### src/rtl/ireg_queue.sv
// Elastic instruction register between fetch and decode: a DEPTH-entry FIFO of {ins, pc}
// that presents the head instruction with its MIPS fields split out.
module ireg_queue #(
  parameter int unsigned DEPTH = 4,
  parameter int unsigned PC_W  = 32
) (
  input  logic                       clk,
  input  logic                       rst,
  input  logic                       in_valid,
  output logic                       in_ready,
  input  logic [31:0]                in_ins,
  input  logic [PC_W-1:0]            in_pc,
  input  logic                       flush,
  output logic                       out_valid,
  input  logic                       out_ready,
  output logic [31:0]                out_ins,
  output logic [PC_W-1:0]            out_pc,
  output logic [5:0]                 opcode,
  output logic [4:0]                 rs,
  output logic [4:0]                 rt,
  output logic [4:0]                 rd,
  output logic [4:0]                 shamt,
  output logic [5:0]                 funct,
  output logic [15:0]                im1,
  output logic [25:0]                im2,
  output logic [31:0]                imm_sext,
  output logic [31:0]                imm_zext,
  output logic [$clog2(DEPTH):0]     count
);

  localparam int unsigned AW = $clog2(DEPTH);
  localparam int unsigned CW = AW + 1;

  logic [31:0]     mem_ins [DEPTH];
  logic [PC_W-1:0] mem_pc  [DEPTH];

  logic [AW-1:0] wp_q, wp_d;
  logic [AW-1:0] rp_q, rp_d;
  logic [CW-1:0] count_q, count_d;
  logic          push, pop;

  // Ready depends on occupancy only; a full buffer never accepts, even on a same-cycle pop.
  assign in_ready  = (count_q != CW'(DEPTH));
  assign out_valid = (count_q != '0);
  assign push      = in_valid & in_ready & ~flush;
  assign pop       = out_valid & out_ready & ~flush;
  assign count     = count_q;

  always_comb begin
    wp_d    = wp_q;
    rp_d    = rp_q;
    count_d = count_q;
    if (flush) begin
      wp_d    = '0;
      rp_d    = '0;
      count_d = '0;
    end else begin
      if (push) wp_d = wp_q + AW'(1);
      if (pop)  rp_d = rp_q + AW'(1);
      unique case ({push, pop})
        2'b10:   count_d = count_q + CW'(1);
        2'b01:   count_d = count_q - CW'(1);
        default: count_d = count_q;
      endcase
    end
  end

  always_ff @(posedge clk) begin
    if (rst) begin
      wp_q    <= '0;
      rp_q    <= '0;
      count_q <= '0;
    end else begin
      wp_q    <= wp_d;
      rp_q    <= rp_d;
      count_q <= count_d;
    end
  end

  // Storage is deliberately left unreset; only pointers and occupancy define validity.
  always_ff @(posedge clk) begin
    if (push && !rst) begin
      mem_ins[wp_q] <= in_ins;
      mem_pc[wp_q]  <= in_pc;
    end
  end

  always_comb begin
    out_ins = '0;
    out_pc  = '0;
    if (out_valid) begin
      out_ins = mem_ins[rp_q];
      out_pc  = mem_pc[rp_q];
    end
  end

  assign opcode   = out_ins[31:26];
  assign rs       = out_ins[25:21];
  assign rt       = out_ins[20:16];
  assign rd       = out_ins[15:11];
  assign shamt    = out_ins[10:6];
  assign funct    = out_ins[5:0];
  assign im1      = out_ins[15:0];
  assign im2      = out_ins[25:0];
  assign imm_sext = {{16{im1[15]}}, im1};
  assign imm_zext = {16'b0, im1};

  // A stalled offer must stay put until taken (a redirect may replace it).
  property p_hold_stalled;
    @(posedge clk) disable iff (rst)
      (in_valid && !in_ready && !flush) |=> (!in_valid || flush || ($stable(in_ins) && $stable(in_pc)));
  endproperty
  a_hold_stalled: assert property (p_hold_stalled);

endmodule

### config.mk
export PLATFORM = sky130hd
export DESIGN_NAME = ireg_queue
export DESIGN_NICKNAME = d
export VERILOG_FILES = /design/src/rtl/ireg_queue.sv
export SDC_FILE = /design/constraint.sdc
export NUM_CORES = 1
export LEC_CHECK = 0
export BUFFER_PORTS_ARGS = -buffer_cell sky130_fd_sc_hd__buf_2
export CAP_MARGIN = 20
export CORE_MARGIN = 8
export CORE_UTILIZATION = 54
export CTS_BUF_LIST = sky130_fd_sc_hd__clkbuf_8 sky130_fd_sc_hd__clkbuf_16
export CTS_CLUSTER_DIAMETER = 60
export DETAILED_ROUTE_END_ITERATION = 10
export GPL_TIMING_DRIVEN = 0
export HOLD_SLACK_MARGIN = 0.15
export MAX_ROUTING_LAYER = met4
export PLACE_DENSITY = 0.81
export SLEW_MARGIN = 5
export SYNTH_ARGS = -nofsm -noshare
export SYNTH_HDL_FRONTEND = slang
export SYNTH_SLANG_ARGS = --single-unit
export TNS_END_PERCENT = 1
### constraint.sdc
create_clock -name clk -period 7.4 [get_ports clk]
set_input_delay 0.74 -clock clk [delete_from_list [all_inputs] [get_ports clk]]
set_output_delay 0.74 -clock clk [all_outputs]
set_load 0.01 [all_outputs]
==> flow_results.xml <==
<?xml version="1.0" encoding="UTF-8"?>
<metrics>
  <group name="clock_tree">
    <metric name="ctsHoldBuffers" unit="">0</metric>
    <metric name="clock_sink_total" unit="">265</metric>
    <metric name="postCtsSetupBuffers" unit="">0</metric>
    <metric name="clkLatencyLatePin" unit="ps">520</metric>
    <metric name="path_clk_slew" unit="ps">60</metric>
    <metric name="clock_tree.buffer_depth" unit="">3</metric>
    <metric name="root_buffer" unit="">sky130_fd_sc_hd__clkbuf_16</metric>
    <metric name="tritoncts" unit="">built</metric>
    <metric name="cts-buffers-inserted" unit="">26</metric>
    <metric name="cts.htree.levels" unit="">1</metric>
    <metric name="count_of_cells_resized_by_post_cts_repair" unit="">0</metric>
  </group>
  <group name="yosys">
    <metric name="synth-simple-area-share" unit="%">4.57</metric>
    <metric name="synthCells" unit="">597</metric>
    <metric name="yosysSeqAreaShare" unit="%">69.9</metric>
    <metric name="netlist.top_cell.by_area" unit="">sky130_fd_sc_hd__edfxtp_1</metric>
    <metric name="synthAdderAreaFrac" unit="%">0.733</metric>
    <metric name="synthesis.area_per_instance" unit="µm²">18.9</metric>
    <metric name="yosys_warnings" unit="">0</metric>
    <metric name="synth.mux.area_fraction" unit="%">13.1</metric>
    <metric name="syn_area" unit="µm²">11300</metric>
    <metric name="netlist_top_cells_area" unit="">sky130_fd_sc_hd__edfxtp_1 68%, sky130_fd_sc_hd__mux4_2 12%, sky130_fd_sc_hd__buf_4 9.2%</metric>
    <metric name="share_of_the_synthesized_area_in_the_top_cell_type" unit="%">68.3</metric>
    <metric name="library_cells_used_by_synthesis" unit="">28</metric>
    <metric name="synth_seq_cells" unit="">265</metric>
    <metric name="synth_top_family_by_area" unit="">multiplexers</metric>
    <metric name="yosys.area_share.xor_xnor" unit="%">0.311</metric>
    <metric name="synth-compound-area-share" unit="%">0.278</metric>
  </group>
  <group name="die">
    <metric name="core_area" unit="µm²">20800</metric>
    <metric name="die_height" unit="µm">160</metric>
    <metric name="placementRows" unit="">53</metric>
    <metric name="die_area" unit="µm²">25700</metric>
    <metric name="die_width" unit="µm">160</metric>
    <metric name="start_util" unit="%">54.3</metric>
    <metric name="io_count" unit="">276</metric>
  </group>
  <group name="global_routing">
    <metric name="grt_util_all_layers" unit="%">17.6</metric>
    <metric name="grt-ovfl-total" unit="">0</metric>
    <metric name="wire_length_of_the_first_global_routing_pass" unit="µm">35100</metric>
    <metric name="largest_net_degree_at_the_start_of_global_routing" unit="">23</metric>
    <metric name="grt_pass1_vias" unit="">6398</metric>
    <metric name="antenna_found_initial" unit="">4</metric>
  </group>
  <group name="power_and_ir_drop">
    <metric name="irDropWorstVdd" unit="µV">210</metric>
    <metric name="internal_power" unit="mW">2.49</metric>
    <metric name="seqPwrFrac" unit="%">53.7</metric>
    <metric name="power_density" unit="nW/µm²">219</metric>
    <metric name="static-leakage-power" unit="nW">5.86</metric>
    <metric name="combPwrFrac" unit="%">5.7</metric>
    <metric name="switching_power" unit="mW">0.605</metric>
    <metric name="power.clock.fraction" unit="%">40.6</metric>
    <metric name="power.switching_fraction" unit="%">19.6</metric>
    <metric name="total_power" unit="mW">3.09</metric>
  </group>
  <group name="worst_setup_path">
    <metric name="critPathLaunchType" unit="">register</metric>
    <metric name="critPathMaxStageDelay" unit="ps">650</metric>
    <metric name="timing.critical_path.mode_cell" unit="">sky130_fd_sc_hd__clkbuf_1</metric>
    <metric name="worstPathArrival" unit="ps">3070</metric>
    <metric name="cell_by_cell_trace_of_the_critical_path" unit="">or3_1 -&gt; clkbuf_1 -&gt; clkbuf_1 -&gt; and2_1 -&gt; buf_4 -&gt; buf_2</metric>
    <metric name="slowest_stage" unit="">sky130_fd_sc_hd__and2_1</metric>
    <metric name="crit_path_max_fanout" unit="">22</metric>
    <metric name="timing.critical_path.to_type" unit="">output port</metric>
    <metric name="critPathKind" unit="">reg -&gt; out</metric>
    <metric name="worst-endpoint-required" unit="ps">6660</metric>
  </group>
  <group name="cells_and_area">
    <metric name="final_cells" unit="">1227</metric>
    <metric name="flow.area_growth_from_synthesis" unit="%">25.4</metric>
    <metric name="fraction_of_layout_instances_using_a_drive_strength_above_1" unit="%">57.0</metric>
    <metric name="most-common-layout-cells" unit="">265 x sky130_fd_sc_hd__buf_2, 256 x sky130_fd_sc_hd__edfxtp_1, 148 x sky130_fd_sc_hd__buf_4, 64 x sky130_fd_sc_hd__and2_1, 60 x sky130_fd_sc_hd__mux4_2</metric>
    <metric name="final_cell_area_excluding_filler_cells" unit="µm²">14100</metric>
    <metric name="layout.core_utilization" unit="%">68.0</metric>
    <metric name="layout.cells.most_common" unit="">sky130_fd_sc_hd__buf_2</metric>
    <metric name="design.final.nets" unit="">1003</metric>
  </group>
  <group name="timing">
    <metric name="finalHoldWorstSlack" unit="ps">434</metric>
    <metric name="max_clock_skew" unit="ps">8.46</metric>
    <metric name="rsz0062_at_grt" unit="">false</metric>
    <metric name="max_freq" unit="MHz">262</metric>
    <metric name="max-slew-margin-rel" unit="%">47.8</metric>
    <metric name="report.final.hold_viol_count" unit="">0</metric>
    <metric name="final.setup.worst_slack" unit="ps">3590</metric>
    <metric name="setup_violations" unit="">0</metric>
    <metric name="fin_tns_setup" unit="ps">0</metric>
    <metric name="finalCriticalPeriod" unit="ps">3810</metric>
    <metric name="finalCritPeriodShare" unit="%">51.5</metric>
    <metric name="final-max-slew-violation-count" unit="">0</metric>
    <metric name="worst_slew_pin_slew" unit="ps">780</metric>
  </group>
  <group name="drt">
    <metric name="dr_total_vias" unit="">5993</metric>
    <metric name="routed_via_density" unit="">4.88</metric>
    <metric name="ant_nets" unit="">0</metric>
    <metric name="route.detailed.drc" unit="">0</metric>
    <metric name="detailed_route_wire_length" unit="µm">22700</metric>
    <metric name="firstDrtPassIters" unit="">4</metric>
    <metric name="dr.first_iter.drc_count" unit="">266</metric>
    <metric name="avgRoutedWirePerCell" unit="µm">18.5</metric>
  </group>
  <group name="placed_design">
    <metric name="routabilityCongestion" unit="">0.725</metric>
    <metric name="dp.cells" unit="">1174</metric>
    <metric name="place_hpwl" unit="µm">16900</metric>
    <metric name="i_o_buffers" unit="">259</metric>
    <metric name="dp_slack" unit="ps">4070</metric>
    <metric name="dpl_cell_area" unit="µm²">13300</metric>
  </group>
  <group name="flow_run">
    <metric name="cap_viol_max_count" unit="">0</metric>
  </group>
  <group name="status">
    <metric name="outcome" unit="">finished clean</metric>
  </group>
  <group name="worst_hold_path">
    <metric name="timing.hold.worst.class" unit="">in -&gt; reg</metric>
  </group>
</metrics>
## power groups by stage
stage	Combinational, mW	Clock (mW)	Sequential [mW]
2_1_floorplan	0.0964	0	1.70
3_3_place_gp	0.168	0	1.70
3_5_place_dp	0.177	0	1.69
4_1_cts	0.178	1.28	1.66
5_1_grt	0.192	1.34	1.66
6_report	0.176	1.26	1.66
## registers in the layout (all words and copies together) (netlist names), named ones only
name / count
mem_pc: 128
rp_q: 2
wp_q: 2
count: 3
mem_ins: 128
## kinds of logic after synthesis
family / count (synthesis)
flops: 265
buf+inv: 165
simple gates: 85
mux: 66
fa+ha+maj: 6
compound gates: 5
xor+xnor: 4
other cells: 1
## per-layer routing
layer | part of all wire [%] | GRT usage, %
met1 | 38 | 19.4
met2 | 52 | 31.0
met3 | 8.2 | 5.50
met4 | 1.3 | 3.82
met5 | 0 | -
## cells in the mapped netlist (all sizes together)
cell and number:
a21oi 2, or3b 1, xor2 4, or2 1, buf 151, o31ai 1, mux4 64, mux2i 2
o311ai 1, dfxtp 9, edfxtp 256, or3 2, and2 64, nor3b 4, nand2 4, nand3b 1
clkbuf 9, fa 1, inv 5, nor2 8, ha 5, o21ai 1, conb 1
## worst max-delay path: cells and delay by family, from the launching register on
family / cells / cell delay [ps]
buffers and inverters: 4 / 1260
DFF: 1 / 450
and+or+nand+nor: 2 / 830
## final cells by class
cell class / count / area, µm²
antenna: 4 / 10.0
buffer: 160 / 1230
clock buffer: 29 / 703
clock inverter: 19 / 126
fill: 1388 / 6640
inverter: 5 / 18.8
multi-input combinational: 182 / 2220
sequential: 265 / 7870
tap: 275 / 344
timing repair buffer: 288 / 1600
## path summary, 6_finish.rpt
check             slack, ps  cells after the start             to       from
setup / recovery       3590                      6          rd[4]   count[0]
hold / removal          430                      1  mem_ins[0][3]  in_ins[3]
setup reg to reg       4730                      7  mem_pc[2][25]   count[0]
hold reg to reg         510                      2        wp_q[0]    wp_q[0]
(Power assumes the default switching activity.)
